File: src/rtl/screen_seq_ctrl.sv
// Screen sequencer for the snake game: START -> PLAY -> OVER -> START, switching only at frame
// boundaries, plus the shared start/end image ROM address counter and snake-logic gating.
module screen_seq_ctrl #(
  parameter int unsigned IMG_W            = 200,
  parameter int unsigned IMG_H            = 200,
  parameter int unsigned ADDR_W           = 17,
  parameter int unsigned OVER_HOLD_FRAMES = 120
) (
  input  logic              clk,
  input  logic              rst,
  input  logic              vga_vs,
  input  logic              key_start,
  input  logic              snake_dead,
  input  logic              rom_rd_en,
  output logic [ADDR_W-1:0] rom_addr,
  output logic [1:0]        screen_sel,
  output logic              game_en,
  output logic              game_rst
);

  localparam int unsigned ImgSize = IMG_W * IMG_H;
  localparam int unsigned HoldW   = $clog2(OVER_HOLD_FRAMES + 1);

  localparam logic [ADDR_W-1:0] StartBase = '0;
  localparam logic [ADDR_W-1:0] StartLast = ADDR_W'(ImgSize - 1);
  localparam logic [ADDR_W-1:0] OverBase  = ADDR_W'(ImgSize);
  localparam logic [ADDR_W-1:0] OverLast  = ADDR_W'(2 * ImgSize - 1);
  localparam logic [HoldW-1:0]  HoldMax   = HoldW'(OVER_HOLD_FRAMES);

  // State encoding doubles as the VGA source select.
  localparam logic [1:0] StStart = 2'd0;
  localparam logic [1:0] StPlay  = 2'd1;
  localparam logic [1:0] StOver  = 2'd2;

  logic              vs_q;
  logic [1:0]        state_q, state_d;
  logic [HoldW-1:0]  hold_q, hold_d;
  logic              start_req_q, start_req_d;
  logic              dead_req_q, dead_req_d;
  logic [ADDR_W-1:0] addr_q, addr_d;
  logic              en_q, en_d;

  logic              frame_tick;
  logic              start_ok, dead_ok;
  logic              start_pend, dead_pend;
  logic [ADDR_W-1:0] cur_base, cur_last, next_base;

  // Requests arriving in the tick cycle are folded in so that tick consumes them.
  always_comb begin
    frame_tick = vga_vs & ~vs_q;
    start_ok   = key_start & ((state_q == StStart) | ((state_q == StOver) & (hold_q == HoldMax)));
    dead_ok    = snake_dead & (state_q == StPlay);
    start_pend = start_req_q | start_ok;
    dead_pend  = dead_req_q | dead_ok;
  end

  always_comb begin
    state_d     = state_q;
    hold_d      = hold_q;
    start_req_d = frame_tick ? 1'b0 : start_pend;
    dead_req_d  = frame_tick ? 1'b0 : dead_pend;
    if (frame_tick) begin
      case (state_q)
        StStart: begin
          if (start_pend) state_d = StPlay;
        end
        StPlay: begin
          if (dead_pend) begin
            state_d = StOver;
            hold_d  = '0;
          end
        end
        StOver: begin
          if (start_pend) begin
            state_d = StStart;
            hold_d  = '0;
          end else if (hold_q != HoldMax) begin
            hold_d = hold_q + 1'b1;
          end
        end
        default: begin
          state_d = StStart;
          hold_d  = '0;
        end
      endcase
    end
  end

  always_comb begin
    cur_base  = (state_q == StOver) ? OverBase : StartBase;
    cur_last  = (state_q == StOver) ? OverLast : StartLast;
    next_base = (state_d == StOver) ? OverBase : StartBase;
    addr_d    = addr_q;
    if (frame_tick) begin
      addr_d = next_base;
    end else if (state_q == StPlay) begin
      addr_d = '0;
    end else if (rom_rd_en) begin
      addr_d = (addr_q == cur_last) ? cur_base : addr_q + 1'b1;
    end
    en_d = (state_d == StPlay);
  end

  always_ff @(posedge clk or posedge rst) begin
    if (rst) begin
      vs_q        <= 1'b1;
      state_q     <= StStart;
      hold_q      <= '0;
      start_req_q <= 1'b0;
      dead_req_q  <= 1'b0;
      addr_q      <= '0;
      en_q        <= 1'b0;
    end else begin
      vs_q        <= vga_vs;
      state_q     <= state_d;
      hold_q      <= hold_d;
      start_req_q <= start_req_d;
      dead_req_q  <= dead_req_d;
      addr_q      <= addr_d;
      en_q        <= en_d;
    end
  end

  // game_rst is combinational so it lands in the transitioning tick cycle, ahead of game_en.
  assign game_rst   = frame_tick & (state_q == StStart) & start_pend;
  assign rom_addr   = addr_q;
  assign screen_sel = state_q;
  assign game_en    = en_q;

endmodule
File: config.mk
export PLATFORM = sky130hd
export DESIGN_NAME = screen_seq_ctrl
export DESIGN_NICKNAME = d
export VERILOG_FILES = /design/src/rtl/screen_seq_ctrl.sv
export SDC_FILE = /design/constraint.sdc
export NUM_CORES = 1
export LEC_CHECK = 0
export CORE_ASPECT_RATIO = 1.75
export CORE_MARGIN = 2
export CORE_UTILIZATION = 55
export CTS_CLUSTER_SIZE = 14
export DETAILED_ROUTE_END_ITERATION = 12
export PLACE_DENSITY = 0.81
export RECOVER_POWER = 100
export SLEW_MARGIN = 20
export SYNTH_ARGS = -nofsm -noshare
export SYNTH_HDL_FRONTEND = slang
export SYNTH_SLANG_ARGS = --single-unit
File: constraint.sdc
create_clock -name clk -period 3.8 [get_ports clk]
set_input_delay 0.38 -clock clk [delete_from_list [all_inputs] [get_ports clk]]
set_output_delay 0.38 -clock clk [all_outputs]
set_load 0.02 [all_outputs]
**Yosys cells after proc, flatten, opt, wreduce, memory -nomap -nowiden**

Index checks and enable logic that the tools add are counted.

- Eq/ne operators: 9
- Bitwise logic cells: 11
- Mux-type cells: 18
- $add $sub $neg: 2
- Reduce and logical (&&, ||, !) cells: 3

Operators with widths:

| kind | count |
|---|---|
| $mux W17 | 5 |
| $mux W16 | 2 |
| $mux W7 | 3 |
| $pmux W7 S3 | 1 |
| $add A17 B1 Y17 const B | 1 |
| $eq A17 B17 Y1 | 1 |
| $mux W2 | 4 |
| $add A7 B1 Y7 const B | 1 |
| $eq A7 B7 Y1 const B | 1 |
| $ne A7 B7 Y1 const B | 1 |
| $and A1 B1 Y1 | 6 |
| $pmux W2 S3 | 1 |
| $eq A2 B1 Y1 const B | 2 |
| $eq A2 B2 Y1 const B | 2 |
| $reduce_and A4 Y1 | 1 |
| $ne A3 B3 Y1 const B | 1 |
| $or A1 B1 Y1 | 3 |
| $reduce_bool A3 Y1 | 1 |
| $logic_not A2 Y1 | 1 |
| $mux W1 | 2 |
| $ne A2 B2 Y1 const B | 1 |
| $not A1 Y1 | 2 |

- Bits of input ports: 6
- Register bits: 30
- Word-level logic and storage cells: 50
- Output and inout port bits: 21

**Longest topological paths before layout**

- Depth in word-level cells: 11
- Depth in mapped cells: 8
- Mapped depth without buffers: 8

**Worst setup path after synthesis**

Ideal clock, no wire load.

- Kind: reg2reg
- From: reg addr_q[0] (netlist: rom_addr[0])
- To: reg addr_q[9] (netlist: rom_addr[9])
- Slack: 1.760 ns
- Setup time: 0.104 ns
- Data arrival time: 1.936 ns
- Data required time: 3.696 ns
- Stages on the path, launching flop included: 8
- Path buffers: 0
- Clock period less this slack: 2.040 ns
- Path through: dfrtp_1 > ha_1 > and4_1 > nand4_1 > a21oi_4 > or2_1 > or4_1 > o311ai_1

- Longest elaborated chain between the ends: 5
- Elaborated cells on any way between the ends: 6

Ends and longest elaborated chain:

| what | line | source |
|---|---|---|
| from (decl) | 40 | `logic [ADDR_W-1:0] addr_q, addr_d;` |
| from (signal assigned) | 119 | `addr_q <= addr_d;` |
| $add A17 B1 Y17 / $eq A17 B17 Y1 (equally long branches) | 99 | `addr_d = (addr_q == cur_last) ? cur_base : addr_q + 1'b1;` |
| $mux W17 * | 99 |  |
| $mux W17 * | 98 | `end else if (rom_rd_en) begin` |
| $mux W17 * | 96 | `end else if (state_q == StPlay) begin` |
| $mux W17 * | 94 | `if (frame_tick) begin` |

Every way passes the cells marked *; elsewhere a longest branch is shown, timed or not. The select of a mux whose other input is x is not followed.
A chain may end at the register's enable or synchronous reset.

**Worst setup path in the final report**

- From: in vga_vs
- To: out game_rst

- Longest elaborated chain between the ends: 3

Ends and longest elaborated chain:

| what | line | source |
|---|---|---|
| from (decl) | 11 | `input logic vga_vs,` |
| $and A1 B1 Y1 | 50 | `frame_tick = vga_vs & ~vs_q;` |
| $and A1 B1 Y1 (2 in series) | 125 | `assign game_rst = frame_tick & (state_q == StStart) & start_pend;` |
| to (decl) | 18 | `output logic game_rst` |

Every way passes these cells.

==> flow_summary.json <==
{
  "outcome": "finished clean",
  "fin_nets": 242,
  "fillCellCount": 279,
  "cts_buffers": 5,
  "cts_hold_buf": 0,
  "slowest_stage": "dlygate4sd3_1",
  "layout.cells.non_filler": 277,
  "insertion_delay_ps": 290,
  "maxSlewViolCount": 0,
  "drt_iter0_markers": 52,
  "setup_viol": 0,
  "cts_tree": "done",
  "netlist_area_um2": 1810,
  "finalCriticalPeriod_ps": 2820,
  "synth_xor_area_share_pct": 0.484,
  "synth_nets": 212,
  "hold_ws_ps": 505,
  "cp_common_cell": "dlygate4sd3_1",
  "synth_area_leaders": "dfrtp_1 (40%), nand2_1 (4.4%), o21ai_0 (3.9%), nor2_1 (3.5%), nand3_1 (3.0%)",
  "place_congestion": 0.928,
  "drc_errors": 0,
  "synth_cell_type_count": 55,
  "post_cts_buffers": 0,
  "die_h_um": 79.9,
  "synthCells": 203,
  "synth_top_family_by_area": "simple AND/OR/NAND/NOR gates",
  "synthAdderAreaFrac_pct": 2.63,
  "vias": 1677,
  "antenna_left": 0,
  "placed_cells": 269,
  "arrival_ps": 2440,
  "timing.rr.start": "hold_q[0]$_DFFE_PP0P_",
  "maxCapViolations": 0,
  "grt_use_total_pct": 28.7,
  "num_rows": 27,
  "dieArea_um2": 3780,
  "endpoint_kind": "primary output",
  "hp-class": "reg -> reg",
  "pre_cts_ws_ps": 1300,
  "portBuffers": 26,
  "synthArstFlopShare_pct": 100,
  "coreArea_um2": 3140,
  "cts_buffer_depth": 2,
  "yosys_most_used_dff": "dfrtp_1",
  "p_per_area_nw_per_um2": 593,
  "fin_tns_setup_ps": 0,
  "post-synth-top-count-cell": "dfrtp_1",
  "cp_slowest_stage_delay_ps": 690,
  "area_delta_synth_final_pct": 17.8,
  "startpoint_type": "primary input",
  "cts.reportedPaths.clkPinSlew_ps": 60,
  "io_pins": 27,
  "finClkSkew_ps": 3.07,
  "worstMarginPinSlew_ps": 1120,
  "post-synth-top-area-cell": "dfrtp_1",
  "grt_first_pass_wirelength_um": 7800,
  "grt_overflow": 0,
  "cts-root-buf": "clkbuf_8",
  "hold_violations": 0,
  "startpoint": "vga_vs",
  "final_layout_size_suffix_gt1_share_pct": 5.13,
  "synth-seq-cells": 30,
  "dp_hpwl_um": 3270,
  "crit_type": "in -> out",
  "yosys.area_share.simple_pct": 30.9,
  "die_w_um": 47.4,
  "synth_compound_area_share_pct": 20.5,
  "ctsHtreeMaxLevel": 2,
  "wl_met1_um": 1520,
  "leakagePower_nw": 0.920,
  "first_pass_iters": 4,
  "final_core_util_pct": 67.9,
  "maxUsedRoutingLayer": "met4",
  "grt_pass1_vias": 1679,
  "irDropWorstVdd_uv": 467,
  "cts-resized-gates": 0,
  "rsz0062_at_grt": "no",
  "period_share_pct": 74.2,
  "synth.area.mux_share_pct": 0,
  "dr_wl_met3_um": 176,
  "setup_ws_ps": 982,
  "crit_chain": "dlygate4sd3_1 > nor2b_1 > clkbuf_1 > o21ai_0 > nor3_1 > dlygate4sd3_1",
  "start_util_pct": 57.6,
  "cp_max_fo": 9,
  "synth_top_area_share_pct": 40.1,
  "clock-sinks": 30,
  "yosysWarnings": 0,
  "grt_max_degree": 31,
  "synth-seq-area-share_pct": 41.6,
  "antenna_found_initial": 0,
  "synth_area_per_cell_um2": 8.91,
  "num_antenna_cells": 0,
  "viasPerCell": 6.05,
  "timing.fmax_mhz": 355,
  "required_ps": 3420,
  "wl_per_cell_um": 15.9,
  "synthTopCellsByCount": "dfrtp_1 (29), nand2_1 (21), nor2_1 (17), o21ai_0 (14)",
  "min_from": "hold_q[5]$_DFFE_PP0P_",
  "synth_edf_count": 0,
  "relSlewSlack_pct": 25.4,
  "wl_um": 4400,
  "route.met2.wl_um": 2550
}
[layout make-up]
class / instances / area [µm²] / share of cell area (%)
clock inverter: 1 / 5.00 / 0.235
multi-input combinational: 159 / 933 / 43.8
inverter: 9 / 33.8 / 1.58
sequential: 30 / 752 / 35.3
clock buffer: 7 / 86.3 / 4.05
timing repair buffer: 28 / 268 / 12.6
tap: 43 / 53.8 / 2.52
[cells by family (layout without fill, tap and decap cells)]
| logic type | count (synthesis) | count (layout) |
|---|---|---|
| and+or+nand+nor | 101 | 101 |
| AOI/OAI and AO/OA | 53 | 53 |
| DFF | 30 | 30 |
| buffers and inverters | 14 | 45 |
| adders and majority gates | 4 | 4 |
| xor gates and xnor gates | 1 | 1 |
[layout by cell type, fill, tap and decap left out, drive strengths merged, types with 4 or more instances in the layout]
| cell | n |
|---|---|
| nor4 | 4 |
| nand2b | 5 |
| nor3 | 13 |
| a21oi | 11 |
| dfrtp | 29 |
| nor2 | 18 |
| nand4 | 4 |
| o21ai | 19 |
| nand2 | 22 |
| nor2b | 4 |
| inv | 9 |
| nand3 | 11 |
| dlygate4sd3 | 24 |
| clkbuf | 9 |
| and3 | 5 |
| a31oi | 4 |
[final timing paths]
check	end	slack, ps	depth (start not counted)
hold / removal	hold_q[5]$_DFFE_PP0P_	510	1
setup reg to reg	rom_addr[10]$_DFFE_PP0P_	980	8
hold reg to reg	hold_q[5]$_DFFE_PP0P_	510	1
max in group asynchronous	rom_addr[13]$_DFFE_PP0P_	2300	2
setup / recovery	game_rst	980	6
min in group asynchronous	rom_addr[2]$_DFFE_PP0P_	820	2
[through the flow]
stage | total power, mW | instance area [µm²]
floorplan | 0.865 | 1810
global placement | 1.03 | 2100
detailed placement | 1.05 | 2100
CTS | 1.32 | 2190
global route | 1.35 | 2130
finish | 1.26 | 2130
[where the power goes]
part | internal [mW] | switching (mW) | total (mW)
logic | 0.206 | 0.295 | 0.501
clock network | 0.146 | 0.117 | 0.263
registers | 0.392 | 0.109 | 0.501
[worst max-delay path: cells and delay by family]
family	cells	cell delay, ps
AOI/OAI and AO/OA	1	180
buffers and inverters	3	1580
and+or+nand+nor	2	300
[sequential cells by signal (all words and copies together), names as in the netlist]
| name | flops |
|---|---|
| dead_req_q | 1 |
| game_en | 1 |
| hold_q | 7 |
| rom_addr | 17 |
| screen_sel | 2 |
| start_req_q | 1 |
| vs_q | 1 |
[layer usage]
layer	vias to the layer above	GRT usage [%]
li1	805	-
met1	801	31.0
met2	55	49.7
met3	16	5.20
met4	0	14.2
met5	-	0
(Power assumes the default switching activity.)
